<file path="config.mk">
export PLATFORM = sky130hd
export DESIGN_NAME = wb_dma_copy
export DESIGN_NICKNAME = d
export VERILOG_FILES = /design/src/rtl/wb_dma_copy.sv
export SDC_FILE = /design/constraint.sdc
export NUM_CORES = 1
export LEC_CHECK = 0
export BUFFER_PORTS_ARGS = -buffer_cell sky130_fd_sc_hd__buf_2
export CAP_MARGIN = 20
export CORE_ASPECT_RATIO = 1.2
export CORE_UTILIZATION = 60
export CTS_CLUSTER_DIAMETER = 100
export CTS_CLUSTER_SIZE = 10
export DETAILED_ROUTE_END_ITERATION = 10
export HOLD_SLACK_MARGIN = 0.05
export MAX_ROUTING_LAYER = met4
export PLACE_DENSITY_LB_ADDON = 0.05
export REMOVE_ABC_BUFFERS = 1
export SYNTH_ARGS = -nofsm -noshare
export SYNTH_HDL_FRONTEND = slang
export SYNTH_SLANG_ARGS = --single-unit
</file>
<file path="constraint.sdc">
create_clock -name clk_i -period 6.8 [get_ports clk_i]
set_clock_uncertainty 0.05 [all_clocks]
set_input_delay 1.36 -clock clk_i [delete_from_list [all_inputs] [get_ports clk_i]]
set_output_delay 1.36 -clock clk_i [all_outputs]
set_load 0.02 [all_outputs]
</file>
<file path="src/rtl/wb_dma_copy.sv">
// Single-channel Wishbone memory-to-memory word copier.
// Config slave programs SRC/DST/LEN/CTRL; master copies one word per six cycles minimum.
module wb_dma_copy #(
    parameter int LEN_W = 16
) (
    input  logic        clk_i,
    input  logic        nrst_i,
    input  logic [3:0]  wbs_adr_i,
    input  logic [31:0] wbs_dat_i,
    input  logic [3:0]  wbs_sel_i,
    input  logic        wbs_we_i,
    input  logic        wbs_cyc_i,
    input  logic        wbs_stb_i,
    output logic [31:0] wbs_dat_o,
    output logic        wbs_ack_o,
    output logic        wbs_err_o,
    output logic        wbs_rty_o,
    output logic [31:0] wbm_adr_o,
    output logic [31:0] wbm_dat_o,
    output logic [3:0]  wbm_sel_o,
    output logic        wbm_we_o,
    output logic        wbm_cyc_o,
    output logic        wbm_stb_o,
    output logic [2:0]  wbm_cti_o,
    output logic [1:0]  wbm_bte_o,
    input  logic [31:0] wbm_dat_i,
    input  logic        wbm_ack_i,
    input  logic        wbm_err_i,
    input  logic        wbm_rty_i,
    output logic        irq_o
);

    typedef enum logic [2:0] {IDLE, RD, RGAP, WR, WGAP} state_t;

    state_t             state;
    logic [31:0]        src_r, dst_r, wsrc, wdst, data_r, rdata;
    logic [LEN_W-1:0]   len_r, cnt;
    logic               busy, done, err, ie;
    logic               acc;
    logic               unused_ok;

    assign acc       = wbs_cyc_i & wbs_stb_i & ~wbs_ack_o;
    assign wbs_err_o = 1'b0;
    assign wbs_rty_o = 1'b0;
    assign wbm_cti_o = 3'b000;
    assign wbm_bte_o = 2'b00;
    assign unused_ok = ^{wbs_sel_i, wbs_adr_i[1:0]};

    always_comb begin
        rdata = 32'd0;
        case (wbs_adr_i[3:2])
            2'd0: rdata = src_r;
            2'd1: rdata = dst_r;
            2'd2: rdata = 32'(len_r);
            2'd3: rdata = {27'd0, ie, err, done, busy, 1'b0};
            default: rdata = 32'd0;
        endcase
    end

    always_ff @(posedge clk_i) begin
        if (!nrst_i) begin
            state     <= IDLE;
            src_r     <= '0;
            dst_r     <= '0;
            len_r     <= '0;
            wsrc      <= '0;
            wdst      <= '0;
            cnt       <= '0;
            data_r    <= '0;
            busy      <= 1'b0;
            done      <= 1'b0;
            err       <= 1'b0;
            ie        <= 1'b0;
            irq_o     <= 1'b0;
            wbs_ack_o <= 1'b0;
            wbs_dat_o <= '0;
            wbm_adr_o <= '0;
            wbm_dat_o <= '0;
            wbm_sel_o <= '0;
            wbm_we_o  <= 1'b0;
            wbm_cyc_o <= 1'b0;
            wbm_stb_o <= 1'b0;
        end else begin
            wbs_ack_o <= acc;
            irq_o     <= ie & (done | err);
            if (acc) wbs_dat_o <= rdata;

            if (acc && wbs_we_i) begin
                case (wbs_adr_i[3:2])
                    2'd0: if (!busy) src_r <= wbs_dat_i;
                    2'd1: if (!busy) dst_r <= wbs_dat_i;
                    2'd2: if (!busy) len_r <= wbs_dat_i[LEN_W-1:0];
                    default: begin
                        if (wbs_dat_i[2]) done <= 1'b0;
                        if (wbs_dat_i[3]) err  <= 1'b0;
                        if (!busy) ie <= wbs_dat_i[4];
                        if (!busy && wbs_dat_i[0]) begin
                            err  <= 1'b0;
                            wsrc <= src_r;
                            wdst <= dst_r;
                            cnt  <= len_r;
                            // Empty copy completes immediately without touching the bus
                            if (len_r == '0) begin
                                done <= 1'b1;
                            end else begin
                                done      <= 1'b0;
                                busy      <= 1'b1;
                                state     <= RD;
                                wbm_cyc_o <= 1'b1;
                                wbm_stb_o <= 1'b1;
                                wbm_we_o  <= 1'b0;
                                wbm_adr_o <= src_r;
                                wbm_sel_o <= 4'hF;
                            end
                        end
                    end
                endcase
            end

            case (state)
                IDLE: ;
                RD: begin
                    // cyc low while in RD is the one-cycle pause after a retry
                    if (!wbm_cyc_o) begin
                        wbm_cyc_o <= 1'b1;
                        wbm_stb_o <= 1'b1;
                    end else if (wbm_err_i) begin
                        wbm_cyc_o <= 1'b0;
                        wbm_stb_o <= 1'b0;
                        err       <= 1'b1;
                        busy      <= 1'b0;
                        state     <= IDLE;
                    end else if (wbm_rty_i) begin
                        wbm_cyc_o <= 1'b0;
                        wbm_stb_o <= 1'b0;
                    end else if (wbm_ack_i) begin
                        data_r    <= wbm_dat_i;
                        wbm_cyc_o <= 1'b0;
                        wbm_stb_o <= 1'b0;
                        state     <= RGAP;
                    end
                end
                RGAP: begin
                    wbm_cyc_o <= 1'b1;
                    wbm_stb_o <= 1'b1;
                    wbm_we_o  <= 1'b1;
                    wbm_adr_o <= wdst;
                    wbm_dat_o <= data_r;
                    state     <= WR;
                end
                WR: begin
                    if (!wbm_cyc_o) begin
                        wbm_cyc_o <= 1'b1;
                        wbm_stb_o <= 1'b1;
                        wbm_we_o  <= 1'b1;
                    end else if (wbm_err_i) begin
                        wbm_cyc_o <= 1'b0;
                        wbm_stb_o <= 1'b0;
                        wbm_we_o  <= 1'b0;
                        err       <= 1'b1;
                        busy      <= 1'b0;
                        state     <= IDLE;
                    end else if (wbm_rty_i) begin
                        wbm_cyc_o <= 1'b0;
                        wbm_stb_o <= 1'b0;
                        wbm_we_o  <= 1'b0;
                    end else if (wbm_ack_i) begin
                        wbm_cyc_o <= 1'b0;
                        wbm_stb_o <= 1'b0;
                        wbm_we_o  <= 1'b0;
                        state     <= WGAP;
                    end
                end
                WGAP: begin
                    wsrc <= wsrc + 32'd4;
                    wdst <= wdst + 32'd4;
                    cnt  <= cnt - LEN_W'(1);
                    if (cnt == LEN_W'(1)) begin
                        done  <= 1'b1;
                        busy  <= 1'b0;
                        state <= IDLE;
                    end else begin
                        wbm_cyc_o <= 1'b1;
                        wbm_stb_o <= 1'b1;
                        wbm_adr_o <= wsrc + 32'd4;
                        state     <= RD;
                    end
                end
                default: state <= IDLE;
            endcase
        end
    end

endmodule

</file>
# Word-level counts from Yosys, hierarchy flattened
# Cells that the tools add are included.
# op_classes
addsub	3
eq_ne	9
mux	84
bitwise	10
reduce_logical	17
# ops
operator	n
$mux 32	13
$pmux 32 s4	1
$add 32x3->32 const B	2
$mux 16	4
$pmux 32 s2	1
$mux 1	48
$mux 3	12
$eq 16x1->1 const B	1
$logic_not 16->1	1
$sub 16x1->16 const B	1
$pmux 3 s5	1
$reduce_and 3->1	5
$eq 3x2->1 const B	2
$not 1->1	6
$pmux 1 s3	2
$reduce_and 5->1	1
$eq 2x2->1 const B	2
$pmux 1 s2	2
$reduce_and 4->1	1
$reduce_bool 2->1	2
$and 1x1->1	3
$eq 3x1->1 const B	1
$eq 3x3->1 const B	1
$logic_not 3->1	1
other kinds (8)	9
# totals
register_bits	301
in_bits	80

# Logic depth before layout (Yosys ltp)
# logic_depth
word_depth	10
depth_mapped	9
ltp_nobuf	7

# Least setup slack after synthesis
# Ideal clock, no wire load.
# synth_timing
path_type	input to register
start	in wbs_stb_i
end	reg dst_r[31]
t_arrival_ns	2.748
slack_ns	3.870
stages	8
cell_sequence	and3b_1 > clkbuf_1 > nand3b_1 > or3b_2 > clkbuf_1 > clkbuf_1 > nand2_1 > a21oi_1
# synth_between
elab_chain_cells	4
# synth_rtl
element	line_no	text
start, declared	13	input logic wbs_stb_i,
$and 1x1->1 (2 in series)	42	assign acc = wbs_cyc_i & wbs_stb_i & ~wbs_ack_o;
$logic_and 1x1->1	88	if (acc && wbs_we_i) begin
$reduce_and 3->1 (no source line)	-	
end signal, assigned	91	2'd1: if (!busy) dst_r <= wbs_dat_i;
end, declared	36	logic [31:0] src_r, dst_r, wsrc, wdst, data_r, rdata;
# Every way passes these cells.
# A chain may end at the register's enable or synchronous reset.

# Worst setup path in the final report
# layout_timing
start	in wbs_adr_i[3]
end	reg wsrc[6]
# layout_between
elab_chain_cells	4
# layout_rtl
element	line_no	text
start, declared	8	input logic [3:0] wbs_adr_i,
$eq 2x2->1 (tied with other cells)	89	case (wbs_adr_i[3:2])
$reduce_or 3->1 (no source line) *	-	
$ne 2x1->1 (no source line) *	-	
$reduce_and 3->1 (no source line) *	-	
end signal, assigned	99	wsrc <= src_r;
end signal, assigned	175	wsrc <= wsrc + 32'd4;
end, declared	36	
# Mark *: on every way between the ends. The rest lies on a longest branch, timed or not.

==> out/qor.txt <==
status: finished clean
TritonCTS Buffers: 36
DRC: 0
fin. max-slew vios: 0
hold path startpoint: data_r[19]$_SDFFE_PN0P_
final hold violation count: 0
first-pass GRT wire length: 67700 um
Post-CTS Setup Repair Bufs: 0
Worst-Margin Slew: 1.08 ns
total negative slack: 0 ns
FP Rows: 61
final count of negative-setup-slack endpoints: 0
syn avg cell area: 7.76 sq um
XOR/XNOR Fraction of Synth Area: 0.0149
worst path arrival time: 4.18 ns
mux contribution to synthesized area: 0.0406
WL final: 42500 um
top post-synthesis cells by count: nand2_1 (364), dfxtp_1 (301), a21oi_1 (270)
Max Root-Sink Buffers: 3
Worst setup EP type: flip-flop
Ant. Diodes: 0
CTS sink cnt: 301
maxcap violations: 0
FF-to-FF Start: state[0]$_SDFF_PN0_
clk_lat worst skew: 0.53 ns
HP Class: reg -> reg
all-layer global routing usage: 0.364
H-tree levels: 2
Via density: 6.24
Crit Reg-Reg Endpoint: cnt[13]$_SDFFE_PN0P_
die width: 142 um
net switching power: 840 uW
dominant cell type by area after synthesis: dfxtp_1
Initial Utilization: 0.610
number of routed nets with antenna violations: 0
Seq/Total Area, Yosys: 0.427
power density cells: 227 nW/um^2
count leader, synth: nand2_1
area share of fa/ha/maj cells after synthesis: 0.00355
HPWL after DPL: 27300 um
CP max FO: 44
Worst VDD drop: 190 uV
Post-Syn Area: 14100 sq um
largest family of logic cells by synthesized area: simple AND/OR/NAND/NOR gates
share of post-route cells with drive strength above 1: 0.148
Area contributors post-synth: dfxtp_1 (43%), nand2_1 (9.7%), a21oi_1 (9.6%)
post-synthesis register bit count: 301
Post-Place Cells: 2186
core area: 23100 sq um
multi-input logic area: 7370 sq um
WP data required: 7.19 ns
Pleak: 5.63 nW
Detailed Route Iter0 Violations: 1274
CTS tree: built
crit path launch type: primary input
clock network power share: 0.460
unrepaired setup endpoints after global routing: no
Netlist cell types: 79
Synth Instances: 1818
Die Span Y: 170 um
compound-gate portion of the synthesized area: 0.213
FF+latch area: 6030 sq um
WHS Endpoint: wbm_dat_o[19]$_SDFFE_PN0N_
Switching Share: 0.232
Final period util: 0.558
num ports: 192
hold_buf cts: 0
Reg clk slew, reported paths: 0.05 ns
Int Pwr: 2.79 mW
Period minus WS final: 3.80 ns
vias: 13895
GRT overflow: 0
Simple-Gate Fraction of Synth Area: 0.245
vias in the first global route: 12846
pre-CTS setup slack: 2.60 ns
1st-pass router iterations: 6
Worst Hold Depth: 2
buffers added on ports: 178
largest net degree at the start of global routing: 104
synth warn: 0
Synth top area share: 0.427
overall power: 3.63 mW
Layout Cells excl Fill: 2228
EDFF count, synth: 0
Worst Reg2Reg Path Length in Cells: 7
DIE AREA: 24100 sq um
CP Class: in -> reg
flop2flop setup slack: 3.79 ns
Slew headroom: 0.282
Combinational Power Share: 0.047
post-cts resize count: 0
Reg power frac: 0.493
Async SR Flop Fraction: 0
Final nets: 1994
Root Buffer: clkbuf_16
Filler Cells Inserted: 2008
wire per inst: 19.1 um
routability congestion estimate from global placement: 0.932
initial antenna violation count: 0
post-route setup slack: 3.00 ns
fmax: 0.263 GHz
P&R area growth vs syn: 13.1%
Most used DFF post-synth: dfxtp_1
post-route cell area: 16000 sq um
Placed Area: 15000 sq um
critical path, stage by stage:
cell and delay [ns]:
buf_2 0.43, buf_4 0.40, and3_1 0.29, nand3_1 0.09, buf_4 0.32, nor2_1 0.82, a22oi_1 0.21, a21oi_1 0.20
state kept, by name, summed over array words and instances (netlist names), 32 cells and up:
register and flops:
dst_r 32, wbs_dat_o 32, src_r 32, wdst 32, wbm_adr_o 32, data_r 32
wsrc 32, wbm_dat_o 32
power by group through the flow:
stage / Clock (mW) / Combinational [mW] / Sequential [mW]
after floorplan: 0 / 0.0703 / 1.83
after CTS: 1.69 / 0.168 / 1.79
final: 1.67 / 0.171 / 1.79
after detailed placement: 0 / 0.167 / 1.82
after global placement: 0 / 0.166 / 1.82
after global routing: 1.76 / 0.181 / 1.79
metrics by stage:
step | utilization | hold slack (ns)
after floorplan | - | 0.382
after global routing | 0.690 | 0.414
after global placement | 0.648 | 0.386
after detailed placement | 0.648 | 0.395
after CTS | 0.689 | 0.392
final | 0.690 | 0.394
area by class of cell:
cell class              instances  area share
clock buffers                  38      0.0582
clock inverters                 3     0.00165
inverters                      18     0.00455
multi-input cells            1344       0.462
flip-flops and latches        301       0.377
well taps                     315      0.0247
repair buffers                209      0.0716
per-layer routing:
layer,vias to the layer above,global-route usage,share of wire
met2,671,0.574,0.47
met4,0,0.135,0.033
met1,6526,0.466,0.41
met5,-,-,0
met3,114,0.0625,0.089
li1,6584,-,-
layout by cell type (no fill, tap or decap), drive strengths merged, types with 4 or more instances in the layout:
| master | count |
|---|---|
| ha | 4 |
| or3 | 12 |
| a31oi | 22 |
| inv | 21 |
| and3 | 8 |
| clkbuf | 38 |
| o21a | 25 |
| a211oi | 17 |
| a2bb2oi | 5 |
| or4 | 6 |
| mux4 | 4 |
| nand4 | 29 |
| nor2b | 5 |
| nor3 | 48 |
| buf | 209 |
| and4 | 11 |
| a21oi | 271 |
| nor4 | 39 |
| nand2 | 365 |
| a22oi | 14 |
| o21ai | 89 |
| xor2 | 5 |
| o221ai | 5 |
| mux2i | 46 |
| dfxtp | 301 |
| nand3 | 80 |
| and2 | 13 |
| o211ai | 9 |
| a221oi | 6 |
| nor3b | 4 |
| conb | 7 |
| o31a | 14 |
| xnor2 | 19 |
| o22ai | 8 |
| nor2 | 111 |
cell families (layout without fill, tap and decap cells):
logic type | count (synthesis) | in the layout
AO/OA/AOI/OAI | 510 | 510
XOR/XNOR | 24 | 24
adder cells (fa/ha/maj) | 4 | 4
buffers and inverters | 179 | 268
flip-flops | 301 | 301
multiplexers | 52 | 52
other | 1 | 7
AND/OR/NAND/NOR | 747 | 747
worst max-delay path by stage:
| stage | start | endpoint | slack (ns) | depth (start not counted) |
|---|---|---|---|---|
| after floorplan | nrst_i | state[1]$_SDFF_PN0_ | 0.34 | 4 |
| after global placement | wbs_adr_i[3] | wsrc[5]$_SDFFE_PN0P_ | 2.63 | 8 |
| after detailed placement | wbs_adr_i[3] | wsrc[6]$_SDFFE_PN0P_ | 2.60 | 8 |
| after CTS | wbs_adr_i[3] | wsrc[6]$_SDFFE_PN0P_ | 3.12 | 8 |
| after global routing | wbs_adr_i[3] | wsrc[6]$_SDFFE_PN0P_ | 2.90 | 8 |
| final | wbs_adr_i[3] | wsrc[6]$_SDFFE_PN0P_ | 3.00 | 8 |
Power figures use the tool's default switching activity.
